--- src/rtl/emissor_instrucao_pkg.sv ---
// Shared control definitions: opcode encodings, issuer FSM states and the
// memory-opcode classifier used by the instruction issuer.
package pkg_controle;

    localparam logic [2:0] OP_SOMA = 3'b000;
    localparam logic [2:0] OP_SUB  = 3'b001;
    localparam logic [2:0] OP_DIV  = 3'b010;
    localparam logic [2:0] OP_MUL  = 3'b011;
    localparam logic [2:0] OP_CLR  = 3'b100;
    localparam logic [2:0] OP_STOP = 3'b101;
    localparam logic [2:0] OP_RD   = 3'b110;
    localparam logic [2:0] OP_WR   = 3'b111;

    typedef enum logic [2:0] {
        StIdle,
        StFetch,
        StIssue,
        StWait,
        StHalt
    } estado_e;

    // Memory class is every opcode with the MSB set except the stop opcode.
    function automatic logic is_mem_op(input logic [2:0] op);
        return op[2] && (op != OP_STOP);
    endfunction

endpackage

--- src/rtl/emissor_instrucao_if.sv ---
// Opcode bus between the instruction issuer (master) and the control
// decoder (slave): valid/ready handshake plus opcode and operand fields.
interface emissor_instrucao_if #(
    parameter int unsigned INSTR_W = 16
);

    logic               Valid;
    logic               Ready;
    logic [2:0]         OpCode;
    logic [INSTR_W-4:0] Operandos;

    modport master (
        output Valid,
        output OpCode,
        output Operandos,
        input  Ready
    );

    modport slave (
        input  Valid,
        input  OpCode,
        input  Operandos,
        output Ready
    );

endinterface

--- src/rtl/emissor_instrucao_memoria_programa.sv ---
// Program memory: Depth x Width, one synchronous write port and one
// synchronous read port. The array is never reset; only the read register is.
module memoria_programa #(
    parameter int unsigned Depth = 16,
    parameter int unsigned Width = 16,
    localparam int unsigned Aw = $clog2(Depth)
) (
    input  logic             clk_i,
    input  logic             rst_ni,
    input  logic             we_i,
    input  logic [Aw-1:0]    waddr_i,
    input  logic [Width-1:0] wdata_i,
    input  logic             re_i,
    input  logic [Aw-1:0]    raddr_i,
    output logic [Width-1:0] rdata_o
);

    logic [Width-1:0] mem_q [Depth];
    logic [Width-1:0] rdata_q;

    // Write port; contents survive reset.
    always_ff @(posedge clk_i) begin
        if (we_i) begin
            mem_q[waddr_i] <= wdata_i;
        end
    end

    // Read port; register cleared on reset so the operand bus starts at zero.
    always_ff @(posedge clk_i or negedge rst_ni) begin
        if (!rst_ni) begin
            rdata_q <= '0;
        end else if (re_i) begin
            rdata_q <= mem_q[raddr_i];
        end
    end

    assign rdata_o = rdata_q;

endmodule

--- src/rtl/emissor_instrucao.sv ---
// Instruction issuer: fetches program words in order after Start and
// presents them on the opcode bus with a valid/ready handshake, inserting
// wait cycles after memory opcodes and halting on stop or at the top address.
// Optional feature macro: EMISSOR_STEP_EN (adds the Step single-step input).
module emissor_instrucao
    import pkg_controle::*;
#(
    parameter int unsigned PROG_DEPTH = 16,
    parameter int unsigned INSTR_W    = 16,
    parameter int unsigned MEM_WAIT   = 2,
    localparam int unsigned AW = $clog2(PROG_DEPTH)
) (
    input  logic                 Clock,
    input  logic                 Reset_n,
`ifdef EMISSOR_STEP_EN
    input  logic                 Step,
`endif
    input  logic                 ProgWe,
    input  logic [AW-1:0]        ProgAddr,
    input  logic [INSTR_W-1:0]   ProgData,
    input  logic                 Start,
    emissor_instrucao_if.master  bus,
    output logic [AW-1:0]        PC,
    output logic                 Busy,
    output logic                 Halted
);

    localparam int unsigned CW = (MEM_WAIT > 1) ? $clog2(MEM_WAIT) : 1;
    localparam logic [AW-1:0] PcTop = AW'(PROG_DEPTH - 1);

    estado_e            st_q, st_d;
    logic [AW-1:0]      pc_q, pc_d;
    logic [CW-1:0]      cnt_q, cnt_d;
    logic [INSTR_W-1:0] rd_data;
    logic [2:0]         op;
    logic               prog_we;
    logic               accept;
`ifdef EMISSOR_STEP_EN
    logic               armed_q, armed_d;
`endif

    // Program writes are only allowed while nothing is being fetched.
    assign prog_we = ProgWe && ((st_q == StIdle) || (st_q == StHalt));
    assign op      = rd_data[INSTR_W-1 -: 3];
    assign accept  = (st_q == StIssue) && bus.Ready;

    memoria_programa #(
        .Depth (PROG_DEPTH),
        .Width (INSTR_W)
    ) u_mem (
        .clk_i   (Clock),
        .rst_ni  (Reset_n),
        .we_i    (prog_we),
        .waddr_i (ProgAddr),
        .wdata_i (ProgData),
        .re_i    (st_q == StFetch),
        .raddr_i (pc_q),
        .rdata_o (rd_data)
    );

    // State, PC and wait-counter registers.
    always_ff @(posedge Clock or negedge Reset_n) begin
        if (!Reset_n) begin
            st_q  <= StIdle;
            pc_q  <= '0;
            cnt_q <= '0;
        end else begin
            st_q  <= st_d;
            pc_q  <= pc_d;
            cnt_q <= cnt_d;
        end
    end

`ifdef EMISSOR_STEP_EN
    // Start arms execution; the following Step launches the fetch.
    always_ff @(posedge Clock or negedge Reset_n) begin
        if (!Reset_n) begin
            armed_q <= 1'b0;
        end else begin
            armed_q <= armed_d;
        end
    end
`endif

    // Next-state logic for the issue sequence.
    always_comb begin
        st_d  = st_q;
        pc_d  = pc_q;
        cnt_d = cnt_q;
`ifdef EMISSOR_STEP_EN
        armed_d = armed_q;
`endif
        unique case (st_q)
            StIdle, StHalt: begin
`ifdef EMISSOR_STEP_EN
                if (Start) begin
                    pc_d    = '0;
                    armed_d = 1'b1;
                end
                if (armed_q && Step) begin
                    st_d    = StFetch;
                    armed_d = 1'b0;
                end
`else
                if (Start) begin
                    st_d = StFetch;
                    pc_d = '0;
                end
`endif
            end
            StFetch: begin
                st_d = StIssue;
            end
            StIssue: begin
                if (accept) begin
                    if ((op == OP_STOP) || (pc_q == PcTop)) begin
                        st_d = StHalt;
                    end else if (is_mem_op(op)) begin
                        // Counter holds remaining WAIT cycles minus one.
                        st_d  = StWait;
                        cnt_d = CW'(MEM_WAIT - 1);
                    end else begin
`ifdef EMISSOR_STEP_EN
                        // Park in WAIT with no delay so the next fetch waits for Step.
                        st_d  = StWait;
                        cnt_d = '0;
`else
                        st_d = StFetch;
                        pc_d = pc_q + AW'(1);
`endif
                    end
                end
            end
            StWait: begin
                if (cnt_q != '0) begin
                    cnt_d = cnt_q - CW'(1);
`ifdef EMISSOR_STEP_EN
                end else if (Step) begin
`else
                end else begin
`endif
                    st_d = StFetch;
                    pc_d = pc_q + AW'(1);
                end
            end
            default: begin
                st_d = StIdle;
            end
        endcase
    end

    // Outputs; an idle bus shows the stop opcode to keep the decoder quiet.
    always_comb begin
        bus.Valid     = (st_q == StIssue);
        bus.OpCode    = (st_q == StIssue) ? op : OP_STOP;
        bus.Operandos = rd_data[INSTR_W-4:0];
        PC            = pc_q;
        Busy          = (st_q == StFetch) || (st_q == StIssue) || (st_q == StWait);
        Halted        = (st_q == StHalt);
    end

endmodule

--- src/flat_wrapper.sv ---
// flat-port wrapper written by rule: the top's interface ports become plain ports
module emissor_instrucao_flat import pkg_controle::*;
#(
    parameter int unsigned PROG_DEPTH = 16,
    parameter int unsigned INSTR_W    = 16,
    parameter int unsigned MEM_WAIT   = 2,
    localparam int unsigned AW = $clog2(PROG_DEPTH)
)
  (Clock, Reset_n, ProgWe, ProgAddr, ProgData, Start, PC, Busy, Halted, bus_Valid, bus_OpCode, bus_Operandos, bus_Ready);
  emissor_instrucao_if #(.INSTR_W(INSTR_W)) bus_i ();
  input  logic Clock;
  input  logic Reset_n;
  input  logic ProgWe;
  input  logic [AW-1:0] ProgAddr;
  input  logic [INSTR_W-1:0] ProgData;
  input  logic Start;
  output logic [AW-1:0] PC;
  output logic Busy;
  output logic Halted;
  output wire logic [$bits(bus_i.Valid)-1:0] bus_Valid;
  output wire logic [$bits(bus_i.OpCode)-1:0] bus_OpCode;
  output wire logic [$bits(bus_i.Operandos)-1:0] bus_Operandos;
  input wire logic [$bits(bus_i.Ready)-1:0] bus_Ready;
  assign bus_Valid = bus_i.Valid;
  assign bus_OpCode = bus_i.OpCode;
  assign bus_Operandos = bus_i.Operandos;
  assign bus_i.Ready = bus_Ready;
  emissor_instrucao #(.PROG_DEPTH(PROG_DEPTH), .INSTR_W(INSTR_W), .MEM_WAIT(MEM_WAIT)) u_core (.Clock(Clock), .Reset_n(Reset_n), .ProgWe(ProgWe), .ProgAddr(ProgAddr), .ProgData(ProgData), .Start(Start), .bus(bus_i), .PC(PC), .Busy(Busy), .Halted(Halted));
endmodule
--- config.mk ---
export PLATFORM = sky130hd
export DESIGN_NAME = emissor_instrucao_flat
export DESIGN_NICKNAME = d
export VERILOG_FILES = /design/src/rtl/emissor_instrucao_pkg.sv /design/src/rtl/emissor_instrucao_if.sv /design/src/rtl/emissor_instrucao_memoria_programa.sv /design/src/rtl/emissor_instrucao.sv /design/src/flat_wrapper.sv
export SDC_FILE = /design/constraint.sdc
export NUM_CORES = 1
export LEC_CHECK = 0
export BUFFER_PORTS_ARGS = -buffer_cell sky130_fd_sc_hd__buf_2
export CORE_MARGIN = 2
export CORE_UTILIZATION = 55
export DETAILED_ROUTE_END_ITERATION = 10
export GPL_TIMING_DRIVEN = 0
export PLACE_DENSITY = 0.72
export SLEW_MARGIN = 10
export SYNTH_ARGS = -nofsm -noshare
export SYNTH_HDL_FRONTEND = slang
export SYNTH_SLANG_ARGS = --single-unit
--- constraint.sdc ---
create_clock -name Clock -period 5.1 [get_ports Clock]
set_input_delay 0.51 -clock Clock [delete_from_list [all_inputs] [get_ports Clock]]
set_output_delay 0.51 -clock Clock [all_outputs]
set_load 0.01 [all_outputs]
# Yosys cells after proc, flatten, opt, wreduce, memory -nomap -nowiden

Memories as Yosys holds them, arrays and structs flattened. A register that Yosys moved wholly into a read port is not among the register bits.
Index checks and enable logic that the tools add are counted.

Divide/modulo/power cells: 0
Muxes and demuxes: 20
Add/sub/neg operators: 2
Bitwise gates (word level): 0
Order comparisons: 0
Multipliers: 0
Shift-type cells: 0
Reduce and logical (&&, ||, !) cells: 15
Equality and inequality tests: 13

Operator list:

| kind                                                 | count |
|---|---|
| two-way mux 4 bit                                    | 5 |
| two-way mux 3 bit                                    | 5 |
| one-hot mux 3 bit (4 select lines)                   | 1 |
| one-hot mux 4 bit (3 select lines)                   | 1 |
| != test 2 bit (second input constant)                | 4 |
| equality test 3 x 2 -> 1 bit (second input constant) | 2 |
| equality test 3 bit (second input constant)          | 2 |
| two-way mux 1 bit                                    | 6 |
| AND reduction 6 bit                                  | 1 |
| adder 4 x 1 -> 4 bit (second input constant)         | 1 |
| equality test 4 bit (second input constant)          | 1 |
| logical OR 1 bit                                     | 4 |
| != test 2 x 1 -> 1 bit (second input constant)       | 2 |
| AND reduction 4 bit                                  | 1 |
| equality test 3 x 1 -> 1 bit (second input constant) | 1 |
| logical AND 1 bit                                    | 3 |
| logical NOT 3 bit                                    | 1 |
| != test 3 bit (second input constant)                | 1 |
| AND reduction 3 bit                                  | 1 |
| nonzero test 3 bit                                   | 1 |
| two-way mux 2 bit                                    | 1 |
| one-hot mux 1 bit (2 select lines)                   | 1 |
| nonzero test 2 bit                                   | 1 |
| OR reduction 2 bit                                   | 1 |
| other kinds (2)                                      | 2 |

Output and inout bits: 23
Bits in writable memories: 256
Register bits: 8
ROM bits: 0
Memories kept: 1
Logic and storage cells: 54
Latch bits: 0
Input bits: 25

Memory list:

| name               | depth | width | read ports | clocked after memory_dff | write ports | line                                     | text |
|---|---|---|---|---|---|---|---|
| u_core.u_mem.mem_q | 16    | 16    | 1          | 1                        | 1           | emissor_instrucao_memoria_programa.sv:18 | `logic [Width-1:0] mem_q [Depth];` |

# Depth between registers and ports, before layout

Gate-level depths: netlist of run 1.

Depth after elaboration: 6
Gate-level depth with buffers: 8
Depth with buffers taken out: 6

# Hierarchy

A second synthesis of run 1 with hierarchy kept.

Cell total of the unflattened synthesis: 507
Area total of the unflattened synthesis: 10984.3 µm²

Modules (own cells, without submodules):

| module            | area each (µm²) | cells each | times used | sequential area each (µm²) |
|---|---|---|---|---|
| memoria_programa  | 10457.5         | 452        | 1          | 8087.8 |
| emissor_instrucao | 526.8           | 55         | 1          | 200.2 |

# Worst setup path after synthesis of run 1

OpenSTA, ideal clock, no wires.

Kind: register to register
Start point: register u_core.st_q[0]
End point: memory u_core.u_mem.mem_q[0][0] (enable)
Slack: 2278 ps
Arrival: 2413 ps
Data required time: 4691 ps
Clock period less this slack: 2822 ps
Library setup time: 409 ps
Stages on the path, launching flop included: 6
Buffers on the path: 1
Cell sequence: dfrtp_1 buf_2 nor2_1 nand2_1 or3_1 nor3_1

Cells in the longest elaborated chain, start to end: 5
Elaborated cells on any way between the ends: 6
Classes of those cells: eq/ne: 1; mux: 2; reduce/logical: 3

Ends and longest elaborated chain:

| item                                                            | line                                     | text |
|---|---|---|
| start, declared                                                 | emissor_instrucao.sv:31                  | `estado_e st_q, st_d;` |
| start signal, assigned                                          | emissor_instrucao.sv:64                  | `st_q <= StIdle;` |
| start signal, assigned                                          | emissor_instrucao.sv:68                  | `st_q <= st_d;` |
| equality test 3 bit / logical NOT 3 bit (equally long branches) | emissor_instrucao.sv:43                  | `assign prog_we = ProgWe && ((st_q == StIdle) \|\| (st_q == StHalt));` |
| logical OR 1 bit *                                              | emissor_instrucao.sv:43                  |  |
| logical AND 1 bit *                                             | emissor_instrucao.sv:43                  |  |
| two-way mux 1 bit *                                             | emissor_instrucao_memoria_programa.sv:23 | `if (we_i) begin` |
| two-way mux 1 bit (not written as such) *                       | emissor_instrucao_memoria_programa.sv:24 | `mem_q[waddr_i] <= wdata_i;` |
| end, declared                                                   | emissor_instrucao_memoria_programa.sv:18 |  |

Mark *: on every way between the ends. The rest lies on a longest branch, timed or not.

# Final worst setup path of run 1

Start point: register u_core.st_q[0]
End point: memory u_core.u_mem.mem_q[2][9] (enable)

The elaborated chain is that of the path after synthesis.

==> flow_summary.html, run 1 <==
<table>
<tr><th>Metric</th><th>Value</th></tr>
<tr><th colspan="2">Route</th></tr>
<tr><td>Overall routed net length</td><td>about 24 mm</td></tr>
<tr><td>Via density</td><td>approximately 6</td></tr>
<tr><td>Number of nets still failing antenna checks after routing</td><td>0</td></tr>
<tr><td>Number of DRC markers in iteration 0</td><td>600</td></tr>
<tr><td>Wire length per cell after detailed routing</td><td>between 20 and 25 um</td></tr>
<tr><td>Number of DRC violations after detailed routing</td><td>0</td></tr>
<tr><td>Vias post-DR</td><td>a little under 6000</td></tr>
<tr><td>First-pass DRT Iterations</td><td>5</td></tr>
<tr><th colspan="2">Run status</th></tr>
<tr><td>Status</td><td>completed</td></tr>
<tr><th colspan="2">Global route</th></tr>
<tr><td>Overflow left after global routing</td><td>0</td></tr>
<tr><td>Largest net degree at the start of global routing</td><td>25</td></tr>
<tr><td>Number of global-route vias before repair</td><td>5979</td></tr>
<tr><td>Wire length of the first global-routing pass</td><td>between 30 and 40 mm</td></tr>
<tr><td>Antenna violations before repair</td><td>2</td></tr>
<tr><td>Aggregate global-route resource usage</td><td>a little under a quarter</td></tr>
<tr><th colspan="2">STA</th></tr>
<tr><td>Shortest period the worst path allows</td><td>slightly below 3000 ps</td></tr>
<tr><td>Post-route setup TNS</td><td>0 ps</td></tr>
<tr><td>RSZ-0062 raised after global routing</td><td>false</td></tr>
<tr><td>Hold slack</td><td>roughly 220 ps</td></tr>
<tr><td>Final clock skew</td><td>~14 ps</td></tr>
<tr><td>Final-report setup violation count</td><td>0</td></tr>
<tr><td>Hold Fails Final Rpt</td><td>0</td></tr>
<tr><td>Transition time of the tightest slew-check pin</td><td>between 900 and 1000 ps</td></tr>
<tr><td>Final-report max-slew violation count</td><td>0</td></tr>
<tr><td>Tightest slew margin relative to the limit</td><td>a little under a third</td></tr>
<tr><td>Worst Slack Setup Final</td><td>roughly 2200 ps</td></tr>
<tr><td>Part of the cycle the worst path needs</td><td>between 50% and 60%</td></tr>
<tr><td>Max Clk Rate</td><td>0.3465 GHz</td></tr>
<tr><th colspan="2">Logic synthesis</th></tr>
<tr><td>Most common library cells after synthesis</td><td>edfxtp_1 (256), mux4_2 (48), nand2_1 (39)</td></tr>
<tr><td>Synthesis Warnings</td><td>0</td></tr>
<tr><td>Proportion of synthesized chip area in sequential cells</td><td>~75%</td></tr>
<tr><td>Main flop type after synthesis</td><td>edfxtp_1</td></tr>
<tr><td>Distinct cell type count of the synthesized netlist</td><td>between 40 and 50</td></tr>
<tr><td>Async SR Flop Fraction</td><td>roughly 8.6%</td></tr>
<tr><td>Post-synthesis cell count</td><td>slightly below 600</td></tr>
<tr><td>Dominant cell type by area after synthesis</td><td>edfxtp_1</td></tr>
<tr><td>Synthesized flop and latch total</td><td>280</td></tr>
<tr><td>Post-synth design cell area</td><td>~11000 um2</td></tr>
<tr><td>Leading cell type by number of instances after synthesis</td><td>edfxtp_1</td></tr>
<tr><td>Share of the synthesized area in the top cell type</td><td>a little over two thirds</td></tr>
<tr><td>Number of flops mapped to enable cells by yosys</td><td>256</td></tr>
<tr><td>Leading post-synthesis cells by cell area</td><td>edfxtp_1 (70%), mux4_2 (9.8%), dfrtp_1 (5.4%), mux2i_1 (2.7%), a21oi_1 (1.7%)</td></tr>
<tr><td>Post-synthesis net count</td><td>between 600 and 700</td></tr>
<tr><td>Average size of a mapped cell</td><td>18.52 um2</td></tr>
<tr><th colspan="2">Final layout</th></tr>
<tr><td>Final Net Count</td><td>between 700 and 800</td></tr>
<tr><td>Layout Area Growth over Synthesis</td><td>14.87%</td></tr>
<tr><td>Fillcell total</td><td>roughly 1300</td></tr>
<tr><td>Share of final-layout standard cells stronger than drive strength 1</td><td>between 20 and 30%</td></tr>
<tr><td>Non-Filler Instances</td><td>973</td></tr>
<tr><td>Inserted Diodes</td><td>0</td></tr>
<tr><th colspan="2">Power</th></tr>
<tr><td>Combinational cell fraction of total power</td><td>approximately a quarter</td></tr>
<tr><td>VDD IR max</td><td>300.6 uV</td></tr>
<tr><td>Register share of total power</td><td>a little under half</td></tr>
<tr><td>Total power density per cell area</td><td>between 400 and 500 nW/um2</td></tr>
<tr><td>Net switching power</td><td>0.001679 W</td></tr>
<tr><td>Clock power share</td><td>between 30% and 40%</td></tr>
<tr><td>Cell internal pwr</td><td>~0.0042 W</td></tr>
<tr><td>Switching fraction of total power</td><td>around 28%</td></tr>
<tr><td>Leakage power</td><td>4.183 nW</td></tr>
<tr><th colspan="2">Floorplan</th></tr>
<tr><td>Die Width</td><td>between 100 and 150 um</td></tr>
<tr><td>Area of the core region</td><td>approximately 20000 um2</td></tr>
<tr><td>Initial core utilization</td><td>about 56%</td></tr>
<tr><td>Floorplan die area</td><td>between 20000 and 25000 um2</td></tr>
<tr><td>Die Span Y</td><td>approximately 150 um</td></tr>
<tr><td>Count of standard-cell rows</td><td>about 50</td></tr>
<tr><td>Ports placed on the boundary</td><td>48</td></tr>
<tr><th colspan="2">Placement</th></tr>
<tr><td>Worst setup slack after placement</td><td>between 2000 and 2500 ps</td></tr>
<tr><td>Placed Cells incl. Taps</td><td>between 900 and 1000</td></tr>
<tr><td>DP Wirelength</td><td>roughly 16 mm</td></tr>
<tr><td>Weighted congestion at the end of routability-driven global placement</td><td>0.8098</td></tr>
<tr><td>Total of buffers placed on input and output ports</td><td>between 40 and 50</td></tr>
<tr><th colspan="2">Clocking</th></tr>
<tr><td>Number of sinks on the clock net</td><td>280</td></tr>
<tr><td>Post-cts repair resize count</td><td>0</td></tr>
<tr><td>Root buffer selected by CTS</td><td>clkbuf_16</td></tr>
<tr><td>Cts bufs inserted</td><td>28</td></tr>
<tr><td>Clock-pin slew on the worst setup and hold paths</td><td>~60 ps</td></tr>
<tr><td>H-Tree Depth</td><td>1</td></tr>
<tr><td>Maximum root-to-sink buffer count</td><td>3</td></tr>
<tr><td>Worst-skew pair later-pin latency</td><td>550 ps</td></tr>
<tr><td>Hold buffer count at cts</td><td>1</td></tr>
<tr><td>CTS tree</td><td>built</td></tr>
<tr><td>Post-CTS setup repair buffer count</td><td>0</td></tr>
<tr><th colspan="2">Critical path</th></tr>
<tr><td>Critical Path AT</td><td>roughly 3100 ps</td></tr>
<tr><td>Type of origin of the critical path</td><td>flip-flop</td></tr>
<tr><td>Kind of end point of the critical path</td><td>flip-flop</td></tr>
<tr><td>Critical path required time</td><td>around 5300 ps</td></tr>
<tr><td>Category of the most critical setup path</td><td>flip-flop to flip-flop</td></tr>
<tr><td>Highest fanout seen on the critical path</td><td>10</td></tr>
<tr><th colspan="2">Worst hold path</th></tr>
<tr><td>Kind of path behind the tightest hold check</td><td>input pin to flip-flop</td></tr>
<tr><th colspan="2">Run</th></tr>
<tr><td>Maxcap violations</td><td>0</td></tr>
</table>
## layout make-up
type	instances	area, um2	share of cell area, %
Sequential cell	280	8288	65.36
Multi-Input combinational cell	269	2487	19.62
Clock buffer	36	752.0	5.930
Timing Repair Buffer	66	462.9	3.651
Tap cell	265	331.6	2.615
Buffer	43	299.0	2.358
Clock inverter	10	45.04	0.3552
Inverter	4	15.01	0.1184
## kinds of logic after synthesis
logic type                 synth area share (%)
adders and majority gates                0.1133
AOI/OAI and AO/OA                         4.863
muxes                                     12.61
buffers and inverters                     2.845
DFF                                       75.08
and+or+nand+nor                           4.488
## placed cells by master, fill, tap and decap left out, types with 12 or more instances in the layout
cell and count:
dfrtp_1 24, buf_2 55, o22ai_1 16, clkbuf_1 16, a211oi_1 15, buf_6 17
clkbuf_16 29, nor2_1 22, nand2_1 39, edfxtp_1 256, nor2_2 12, mux4_2 48
a21oi_1 37, mux2i_1 30, buf_4 16
## flip-flops by register name, summed over array words and instances (netlist names)
| register | flops |
|---|---|
| u_core.PC | 4 |
| u_core.cnt_q | 1 |
| u_core.st_q | 3 |
| u_core.u_mem.mem_q | 256 |
| u_core.u_mem.rdata_o | 16 |
## path summary, 6_finish.rpt
| path | from | end | slack [ps] | cells past startpoint |
|---|---|---|---|---|
| setup reg to reg | u_core.st_q[0]$_DFFE_PN0P_ | u_core.u_mem.mem_q[2][9]$_DFFE_PP_ | 2210 | 5 |
| setup / recovery | u_core.st_q[0]$_DFFE_PN0P_ | u_core.u_mem.mem_q[2][9]$_DFFE_PP_ | 2210 | 5 |
| hold reg to reg | u_core.u_mem.rdata_o[6]$_DFFE_PN0P_ | u_core.u_mem.rdata_o[6]$_DFFE_PN0P_ | 530 | 2 |
| max in group asynchronous | Reset_n | u_core.u_mem.rdata_o[13]$_DFFE_PN0P_ | 4270 | 2 |
| min in group asynchronous | Reset_n | u_core.u_mem.rdata_o[3]$_DFFE_PN0P_ | 470 | 2 |
| hold / removal | Start | u_core.st_q[2]$_DFFE_PN0P_ | 220 | 2 |
## critical path: stages (launching register included)
cell      delay, ps
dfrtp_1         390
buf_2           180
nor2_1          520
nand4b_1        400
nor3_2          840
buf_6           270
## stage by stage
stage	power, W	utilization [%]	area, um2
after CTS	0.005945	64.73	12680
after detailed placement	0.004136	60.61	11870
final	0.005924	64.73	12680
after floorplan	0.003681	-	11040
after global routing	0.006168	64.73	12680
after global placement	0.004092	59.25	11610
## power by group through the flow
stage / registers [W] / clock network (W) / logic, W
final: 0.00271 / 0.00182 / 0.00140
after global routing: 0.00272 / 0.00194 / 0.00151
after CTS: 0.00271 / 0.00184 / 0.00139
after detailed placement: 0.00276 / 0 / 0.00138
after global placement: 0.00275 / 0 / 0.00134
after floorplan: 0.00273 / 0 / 0.000946
## metal layers
metal | wire (um) | share of wire [%] | global-route usage (%)
met5 | 26 | 0.11 | 0
met1 | 9627 | 41 | 32.40
met4 | 601 | 2.5 | 7.451
met3 | 1820 | 7.7 | 4.514
met2 | 11540 | 49 | 36.79
(Power assumes the default switching activity.)
==> run 2, diff against run 1 <==
Clock period 5.1 ns to 2.95 ns, I/O delays scaled along.
==> run 2 against run 1 <==
Flip-flop and latch count did not move. Clock power rose by 73%. Core utilization rose by 0.051 points. Combinational power rose by 73%. Clock skew fell by 0.91 ps. Non-clock buffer count rose by 1. Global-route usage barely moved. Worst hold slack got worse by 110 ps. Fmax fell by 0.57%. Clock-buffer cell count did not move. Wire length rose by 0.55%. Die area did not move.
==> flow_summary.html, run 2 (synthesis results as in run 1) <==
<table>
<tr><th>Metric</th><th>Value</th></tr>
<tr><th colspan="2">Clocking</th></tr>
<tr><td>CTS tree</td><td>built</td></tr>
<tr><td>H-Tree Depth</td><td>1 (unchanged)</td></tr>
<tr><td>Number of sinks on the clock net</td><td>280 (unchanged)</td></tr>
<tr><td>Root buffer selected by CTS</td><td>clkbuf_16</td></tr>
<tr><td>Post-CTS setup repair buffer count</td><td>0 (unchanged)</td></tr>
<tr><td>Cts bufs inserted</td><td>28 (unchanged)</td></tr>
<tr><td>Post-cts repair resize count</td><td>0 (unchanged)</td></tr>
<tr><td>Maximum root-to-sink buffer count</td><td>3 (unchanged)</td></tr>
<tr><td>Worst-skew pair later-pin latency</td><td>550 ps (about the same)</td></tr>
<tr><td>Clock-pin slew on the worst setup and hold paths</td><td>60 ps (about the same)</td></tr>
<tr><th colspan="2">STA</th></tr>
<tr><td>RSZ-0062 raised after global routing</td><td>false</td></tr>
<tr><td>Worst Slack Setup Final</td><td>47.26 ps (-2167 ps)</td></tr>
<tr><td>Hold Fails Final Rpt</td><td>0 (unchanged)</td></tr>
<tr><td>Part of the cycle the worst path needs</td><td>98.40% (+42 points)</td></tr>
<tr><td>Tightest slew margin relative to the limit</td><td>33.57% (+1.7 points)</td></tr>
<tr><td>Max Clk Rate</td><td>0.3445 GHz (-0.57%)</td></tr>
<tr><td>Final-report max-slew violation count</td><td>0 (unchanged)</td></tr>
<tr><td>Shortest period the worst path allows</td><td>2903 ps (+16.61 ps)</td></tr>
<tr><td>Final clock skew</td><td>13.32 ps (-0.9073 ps)</td></tr>
<tr><td>Final-report setup violation count</td><td>0 (unchanged)</td></tr>
<tr><td>Transition time of the tightest slew-check pin</td><td>971.3 ps (-25.10 ps)</td></tr>
<tr><th colspan="2">Final layout</th></tr>
<tr><td>Largest register by flop count</td><td>u_core.u_mem.mem_q</td></tr>
<tr><td>Most frequent cells in the layout</td><td>edfxtp_1 (256), buf_2 (55), mux4_2 (48)</td></tr>
<tr><td>Non-Filler Instances</td><td>974 (+0.10%)</td></tr>
<tr><td>Layout Area Growth over Synthesis</td><td>14.96% (about the same)</td></tr>
<tr><td>Sequential cell area</td><td>8288 um2 (unchanged)</td></tr>
<tr><td>Final Net Count</td><td>719 (+0.14%)</td></tr>
<tr><td>Flip-flop count of the largest register after layout</td><td>256 (unchanged)</td></tr>
<tr><td>Post-layout util</td><td>64.78% (about the same)</td></tr>
<tr><td>Area of combinational cells with multiple inputs</td><td>2487 um2 (unchanged)</td></tr>
<tr><td>Share of final-layout standard cells stronger than drive strength 1</td><td>28.49% (-0.040 points)</td></tr>
<tr><td>Most common cell after layout, fill and taps aside</td><td>edfxtp_1</td></tr>
<tr><td>Inserted Diodes</td><td>0 (unchanged)</td></tr>
<tr><td>Fillcell total</td><td>1333 (-0.075%)</td></tr>
<tr><th colspan="2">Worst hold path</th></tr>
<tr><td>Kind of path behind the tightest hold check</td><td>input pin to flip-flop</td></tr>
<tr><th colspan="2">Power</th></tr>
<tr><td>Register share of total power</td><td>45.7% (about the same)</td></tr>
<tr><td>VDD IR max</td><td>525.4 uV (+75%)</td></tr>
<tr><td>Clock power share</td><td>30.7% (about the same)</td></tr>
<tr><td>Switching fraction of total power</td><td>28.40% (+0.058 points)</td></tr>
<tr><td>Net switching power</td><td>0.002911 W (+73%)</td></tr>
<tr><td>Total power density per cell area</td><td>807.7 nW/um2 (+73%)</td></tr>
<tr><td>Overall power of the completed layout</td><td>0.01025 W (+73%)</td></tr>
<tr><td>Combinational cell fraction of total power</td><td>23.6% (about the same)</td></tr>
<tr><td>Leakage power</td><td>4.187 nW (about the same)</td></tr>
<tr><td>Cell internal pwr</td><td>0.007339 W (+73%)</td></tr>
<tr><th colspan="2">Placement</th></tr>
<tr><td>Weighted congestion at the end of routability-driven global placement</td><td>0.8098 (unchanged)</td></tr>
<tr><td>Placed Cells incl. Taps</td><td>926 (unchanged)</td></tr>
<tr><td>DP Wirelength</td><td>15.88 mm (unchanged)</td></tr>
<tr><td>Worst setup slack after placement</td><td>116.6 ps (-2150 ps)</td></tr>
<tr><td>Total of buffers placed on input and output ports</td><td>47 (unchanged)</td></tr>
<tr><th colspan="2">Route</th></tr>
<tr><td>Number of nets still failing antenna checks after routing</td><td>0 (unchanged)</td></tr>
<tr><td>Via density</td><td>5.997 (about the same)</td></tr>
<tr><td>Number of DRC markers in iteration 0</td><td>664 (+11%)</td></tr>
<tr><td>Wire length per cell after detailed routing</td><td>24.38 um (+0.45%)</td></tr>
<tr><td>First-pass DRT Iterations</td><td>4 (-1)</td></tr>
<tr><td>Overall routed net length</td><td>23.75 mm (+0.55%)</td></tr>
<tr><td>Number of DRC violations after detailed routing</td><td>0 (unchanged)</td></tr>
<tr><td>Vias post-DR</td><td>5841 (+0.10%)</td></tr>
<tr><th colspan="2">Critical path</th></tr>
<tr><td>Buffering stage count on the worst path with inverters included</td><td>2 (unchanged)</td></tr>
<tr><td>Kind of end point of the critical path</td><td>flip-flop</td></tr>
<tr><td>Critical path required time</td><td>3190 ps (-2150 ps)</td></tr>
<tr><td>Highest fanout seen on the critical path</td><td>10 (unchanged)</td></tr>
<tr><td>Reg2Reg Setup Slack</td><td>50 ps (-2170 ps)</td></tr>
<tr><td>Type of origin of the critical path</td><td>flip-flop</td></tr>
<tr><td>Standard cell with the maximum stage delay on the critical path</td><td>nor3_2</td></tr>
<tr><td>Kind of cell adding the most delay to the critical path</td><td>simple AND/OR/NAND/NOR gates</td></tr>
<tr><td>Critical path cell sequence</td><td>buf_2, nor2_1, nand4b_1, nor3_2, buf_6</td></tr>
<tr><td>Critical Path AT</td><td>3150 ps (+20 ps)</td></tr>
<tr><td>Crit path largest cell delay</td><td>840 ps (about the same)</td></tr>
<tr><td>Category of the most critical setup path</td><td>flip-flop to flip-flop</td></tr>
<tr><th colspan="2">Global route</th></tr>
<tr><td>Wire length of the first global-routing pass</td><td>36.20 mm (about the same)</td></tr>
<tr><td>Number of global-route vias before repair</td><td>5981 (+0.033%)</td></tr>
<tr><td>Aggregate global-route resource usage</td><td>22.98% (about the same)</td></tr>
<tr><td>Overflow left after global routing</td><td>0 (unchanged)</td></tr>
<tr><td>Largest net degree at the start of global routing</td><td>25 (unchanged)</td></tr>
<tr><td>Antenna violations before repair</td><td>2 (unchanged)</td></tr>
<tr><th colspan="2">Floorplan</th></tr>
<tr><td>Count of standard-cell rows</td><td>51 (unchanged)</td></tr>
<tr><td>Die Span Y</td><td>145.7 um (unchanged)</td></tr>
<tr><td>Area of the core region</td><td>19590 um2 (unchanged)</td></tr>
<tr><td>Floorplan die area</td><td>21220 um2 (unchanged)</td></tr>
<tr><td>Die Width</td><td>145.7 um (unchanged)</td></tr>
<tr><td>Initial core utilization</td><td>56.35% (unchanged)</td></tr>
<tr><td>Ports placed on the boundary</td><td>48 (unchanged)</td></tr>
<tr><th colspan="2">Run status</th></tr>
<tr><td>Status</td><td>completed</td></tr>
<tr><th colspan="2">Run</th></tr>
<tr><td>Maxcap violations</td><td>0 (unchanged)</td></tr>
</table>
## run 2: area by class of cell
class,count,area share [%]
Inverter,4,0.1183
Multi-Input combinational cell,269,19.60
Buffer,43,2.356
Clock buffer,36,5.925
Sequential cell,280,65.31
Timing Repair Buffer,67,3.727
Tap cell,265,2.613
Clock inverter,10,0.3549
## run 2: routing by layer
metal	global-route usage (%)	routed length, um	vias to the layer above
met5	0	26	-
met4	7.451	610	4
met3	4.483	1875	45
met2	36.82	11550	256
met1	32.42	9682	2981
li1	-	-	2555
## run 2: power groups by stage
stage	Combinational, W	Sequential [W]	Clock [W]
after floorplan	0.00164	0.00473	0
after global placement	0.00232	0.00475	0
after detailed placement	0.00238	0.00477	0
after CTS	0.00241	0.00469	0.00318
after global routing	0.00260	0.00471	0.00336
final	0.00242	0.00469	0.00315
## run 2: repair_timing
action	in CTS	in global routing
hold endpoints to repair	26	0
hold buffers	2	0
endpoints found under the setup margin	0	0
## run 2: per-stage QoR
step | setup TNS [ps] | hold WS (ps) | cell area (um2)
after floorplan | 0 | -0.5911 | 11040
after global placement | -81190 | 288.5 | 11610
after detailed placement | 0 | 298.4 | 11870
after CTS | 0 | 91.59 | 12690
after global routing | 0 | 98.43 | 12690
final | 0 | 111.4 | 12690
## run 2: final timing paths
kind	startpoint	endpoint	cells past startpoint
min reg2reg	u_core.u_mem.rdata_o[6]$_DFFE_PN0P_	u_core.u_mem.rdata_o[6]$_DFFE_PN0P_	2
max reg2reg	u_core.st_q[0]$_DFFE_PN0P_	u_core.u_mem.mem_q[2][13]$_DFFE_PP_	5
max	u_core.st_q[0]$_DFFE_PN0P_	u_core.u_mem.mem_q[2][13]$_DFFE_PP_	5
min	bus_Ready	u_core.st_q[2]$_DFFE_PN0P_	3
max in group asynchronous	Reset_n	u_core.u_mem.rdata_o[13]$_DFFE_PN0P_	2
min in group asynchronous	Reset_n	u_core.u_mem.rdata_o[3]$_DFFE_PN0P_	2
## run 2: worst reg2reg max path, cell delays in order (launching register included)
cell	delay [ps]
dfrtp_1	390
buf_2	180
nor2_1	530
nand4b_1	410
nor3_2	840
buf_6	260
==> run 3, diff against run 2 <==
Settings changed: RECOVER_POWER from default to 25.
==> run 3 against run 2 <==
Total power about the same. First-iteration DRC count up 1.2%. Via count up 0.58%. Critical path type unchanged. Combinational power about the same. Largest cell class unchanged. Clock power about the same. Clock-buffer cell count unchanged. Sequential power about the same. Register-to-register slack better by 30 ps. Critical endpoint unchanged. Die area unchanged. Largest power group unchanged. Sequential share of layout area up 0.064 points. Cell count unchanged. Global-route usage unchanged.
==> flow_summary.html, run 3 (synthesis results as in run 1) <==
<table>
<tr><th>Metric</th><th>Value</th></tr>
<tr><th colspan="2">Run status</th></tr>
<tr><td>Status</td><td>completed</td></tr>
<tr><th colspan="2">Global route</th></tr>
<tr><td>Wire length of the first global-routing pass</td><td>36.20 mm (unchanged)</td></tr>
<tr><td>GR Layer Usage met2</td><td>36.82% (unchanged)</td></tr>
<tr><td>GR met3 Demand/Resource</td><td>4.483% (unchanged)</td></tr>
<tr><td>Busiest grt layer</td><td>met2</td></tr>
<tr><td>Overflow left after global routing</td><td>0 (unchanged)</td></tr>
<tr><td>Global routing usage on met1</td><td>32.42% (unchanged)</td></tr>
<tr><td>Number of global-route vias before repair</td><td>5981 (unchanged)</td></tr>
<tr><td>Largest net degree at the start of global routing</td><td>25 (unchanged)</td></tr>
<tr><td>Aggregate global-route resource usage</td><td>22.98% (unchanged)</td></tr>
<tr><td>Antenna violations before repair</td><td>2 (unchanged)</td></tr>
<tr><th colspan="2">Placement</th></tr>
<tr><td>Weighted congestion at the end of routability-driven global placement</td><td>0.8098 (unchanged)</td></tr>
<tr><td>DP Wirelength</td><td>15.88 mm (unchanged)</td></tr>
<tr><td>Worst setup slack after placement</td><td>116.6 ps (unchanged)</td></tr>
<tr><td>Total of buffers placed on input and output ports</td><td>47 (unchanged)</td></tr>
<tr><th colspan="2">Critical path</th></tr>
<tr><td>Reg-to-Reg Start</td><td>u_core.st_q[0]$_DFFE_PN0P_</td></tr>
<tr><td>Type of origin of the critical path</td><td>flip-flop</td></tr>
<tr><td>Category of the most critical setup path</td><td>flip-flop to flip-flop</td></tr>
<tr><td>Critical path cell sequence</td><td>buf_2, nor2_1, nand4b_1, nor3_2, buf_6</td></tr>
<tr><td>Crit path largest cell delay</td><td>840 ps (about the same)</td></tr>
<tr><td>Buffering stage count on the worst path with inverters included</td><td>2 (unchanged)</td></tr>
<tr><td>Highest fanout seen on the critical path</td><td>10 (unchanged)</td></tr>
<tr><td>Cell count of the worst reg-to-reg path</td><td>5 (unchanged)</td></tr>
<tr><td>Reg2Reg Setup Slack</td><td>80 ps (+30 ps)</td></tr>
<tr><td>Kind of cell adding the most delay to the critical path</td><td>simple AND/OR/NAND/NOR gates</td></tr>
<tr><td>Standard cell with the maximum stage delay on the critical path</td><td>nor3_2</td></tr>
<tr><td>Kind of end point of the critical path</td><td>flip-flop</td></tr>
<tr><td>Critical path required time</td><td>3190 ps (about the same)</td></tr>
<tr><td>Critical Path AT</td><td>3110 ps (-40 ps)</td></tr>
<tr><td>Capture point of the worst reg-to-reg path</td><td>u_core.u_mem.mem_q[2][13]$_DFFE_PP_</td></tr>
<tr><th colspan="2">STA</th></tr>
<tr><td>Shortest period the worst path allows</td><td>2871 ps (-31.91 ps)</td></tr>
<tr><td>Worst Slack Setup Final</td><td>79.17 ps (+31.91 ps)</td></tr>
<tr><td>Hold Fails Final Rpt</td><td>0 (unchanged)</td></tr>
<tr><td>Final-report max-slew violation count</td><td>0 (unchanged)</td></tr>
<tr><td>Max Clk Rate</td><td>0.3483 GHz (+1.1%)</td></tr>
<tr><td>Final clock skew</td><td>15.38 ps (+2.061 ps)</td></tr>
<tr><td>Transition time of the tightest slew-check pin</td><td>1074 ps (+103.2 ps)</td></tr>
<tr><td>Post-route setup TNS</td><td>0 ps (unchanged)</td></tr>
<tr><td>Final-report setup violation count</td><td>0 (unchanged)</td></tr>
<tr><td>Tightest slew margin relative to the limit</td><td>26.52% (-7.1 points)</td></tr>
<tr><td>RSZ-0062 raised after global routing</td><td>false</td></tr>
<tr><td>Part of the cycle the worst path needs</td><td>97.32% (-1.1 points)</td></tr>
<tr><th colspan="2">Clocking</th></tr>
<tr><td>Clock-pin slew on the worst setup and hold paths</td><td>60 ps (about the same)</td></tr>
<tr><td>Maximum root-to-sink buffer count</td><td>3 (unchanged)</td></tr>
<tr><td>Post-cts repair resize count</td><td>0 (unchanged)</td></tr>
<tr><td>H-Tree Depth</td><td>1 (unchanged)</td></tr>
<tr><td>Root buffer selected by CTS</td><td>clkbuf_16</td></tr>
<tr><td>Number of sinks on the clock net</td><td>280 (unchanged)</td></tr>
<tr><td>Worst-skew pair later-pin latency</td><td>550 ps (about the same)</td></tr>
<tr><td>Cts bufs inserted</td><td>28 (unchanged)</td></tr>
<tr><td>CTS tree</td><td>built</td></tr>
<tr><th colspan="2">Worst hold path</th></tr>
<tr><td>Hold Path Origin</td><td>bus_Ready</td></tr>
<tr><td>Hold path endpoint</td><td>u_core.st_q[2]$_DFFE_PN0P_</td></tr>
<tr><td>Hold Crit Depth</td><td>3 (unchanged)</td></tr>
<tr><td>Kind of path behind the tightest hold check</td><td>input pin to flip-flop</td></tr>
<tr><th colspan="2">Final layout</th></tr>
<tr><td>Inserted Diodes</td><td>0 (unchanged)</td></tr>
<tr><td>Share of final-layout standard cells stronger than drive strength 1</td><td>27.08% (-1.4 points)</td></tr>
<tr><td>Fillcell total</td><td>1340 (+0.53%)</td></tr>
<tr><td>Most frequent cells in the layout</td><td>edfxtp_1 (256), mux4_2 (48), buf_2 (45)</td></tr>
<tr><td>Most common cell after layout, fill and taps aside</td><td>edfxtp_1</td></tr>
<tr><td>Area of combinational cells with multiple inputs</td><td>2487 um2 (unchanged)</td></tr>
<tr><td>Sequential cell area</td><td>8288 um2 (unchanged)</td></tr>
<tr><td>Layout Area Growth over Synthesis</td><td>14.85% (about the same)</td></tr>
<tr><td>Flip-flop count of the largest register after layout</td><td>256 (unchanged)</td></tr>
<tr><td>Final Net Count</td><td>719 (unchanged)</td></tr>
<tr><td>Largest register by flop count</td><td>u_core.u_mem.mem_q</td></tr>
<tr><th colspan="2">Route</th></tr>
<tr><td>Vias post-DR</td><td>5875 (+0.58%)</td></tr>
<tr><td>Number of DRC markers in iteration 0</td><td>672 (+1.2%)</td></tr>
<tr><td>Number of nets still failing antenna checks after routing</td><td>0 (unchanged)</td></tr>
<tr><td>Number of DRC violations after detailed routing</td><td>0 (unchanged)</td></tr>
<tr><td>Wire length per cell after detailed routing</td><td>24.29 um (-0.35%)</td></tr>
<tr><td>First-pass DRT Iterations</td><td>6 (+2)</td></tr>
<tr><td>Via density</td><td>6.032 (+0.58%)</td></tr>
<tr><td>Overall routed net length</td><td>23.66 mm (-0.35%)</td></tr>
<tr><th colspan="2">Floorplan</th></tr>
<tr><td>Ports placed on the boundary</td><td>48 (unchanged)</td></tr>
<tr><td>Area of the core region</td><td>19590 um2 (unchanged)</td></tr>
<tr><td>Die Span Y</td><td>145.7 um (unchanged)</td></tr>
<tr><td>Floorplan die area</td><td>21220 um2 (unchanged)</td></tr>
<tr><td>Count of standard-cell rows</td><td>51 (unchanged)</td></tr>
<tr><td>Initial core utilization</td><td>56.35% (unchanged)</td></tr>
<tr><td>Die Width</td><td>145.7 um (unchanged)</td></tr>
<tr><th colspan="2">Power</th></tr>
<tr><td>Total power density per cell area</td><td>807.8 nW/um2 (about the same)</td></tr>
<tr><td>VDD IR max</td><td>521.0 uV (-0.84%)</td></tr>
<tr><td>Leakage power</td><td>4.159 nW (-0.66%)</td></tr>
<tr><td>Overall power of the completed layout</td><td>0.01024 W (about the same)</td></tr>
<tr><th colspan="2">Run</th></tr>
<tr><td>Maxcap violations</td><td>0 (unchanged)</td></tr>
</table>
==> run 3: worst max path at each step <==
stage | start | cells after the start | to
global route | u_core.st_q[0]$_DFFE_PN0P_ | 5 | u_core.u_mem.mem_q[2][9]$_DFFE_PP_
CTS | u_core.st_q[0]$_DFFE_PN0P_ | 5 | u_core.u_mem.mem_q[2][8]$_DFFE_PP_
global placement | u_core.st_q[0]$_DFFE_PN0P_ | 5 | u_core.u_mem.mem_q[0][13]$_DFFE_PP_
detailed placement | u_core.st_q[0]$_DFFE_PN0P_ | 5 | u_core.u_mem.mem_q[2][8]$_DFFE_PP_
finish | u_core.st_q[0]$_DFFE_PN0P_ | 5 | u_core.u_mem.mem_q[2][13]$_DFFE_PP_
floorplan | u_core.st_q[0]$_DFFE_PN0P_ | 5 | u_core.u_mem.mem_q[0][0]$_DFFE_PP_
==> run 3: through the flow <==
| step | cell area (um2) | cells | utilization [%] | hold WS [ps] |
|---|---|---|---|---|
| finish | 12680 | 974 | 64.72 | 115.4 |
| global route | 12680 | 974 | 64.72 | 98.43 |
| CTS | 12690 | 974 | 64.78 | 91.59 |
| detailed placement | 11870 | 926 | 60.61 | 298.4 |
| global placement | 11610 | 908 | 59.25 | 288.5 |
| floorplan | 11040 | 596 | - | -0.5911 |
==> run 3: tightest hold or removal path, delay by kind of cell <==
kind,cells,cell delay (ps)
compound gates,2,180
buf+inv,1,120
==> run 3: cell type report <==
type	instances	share of cell area, %
clock buffer	36	5.931
multi-input combinational	269	19.62
clock inverter	10	0.3553
tap	265	2.615
timing repair buffer	67	3.632
sequential	280	65.37
buffer	43	2.359
inverter	4	0.1184
==> run 3: metal layers <==
layer  vias up  share of wire [%]
li1       2560                  -
met5         -               0.11
met4         4                2.4
met1      2988                 40
met2       279                 48
met3        44                8.6
==> run 3: timing repair <==
| action | in CTS | in global routing |
|---|---|---|
| setup buffers | 0 | 0 |
| hold endpoints to repair | 26 | 0 |
| hold buffers | 2 | 0 |
==> run 3: where the power goes <==
group / internal, W / total [W] / switching, W
Sequential: 0.00456 / 0.00468 / 0.000130
Clock: 0.00177 / 0.00314 / 0.00137
Combinational: 0.00101 / 0.00241 / 0.00140
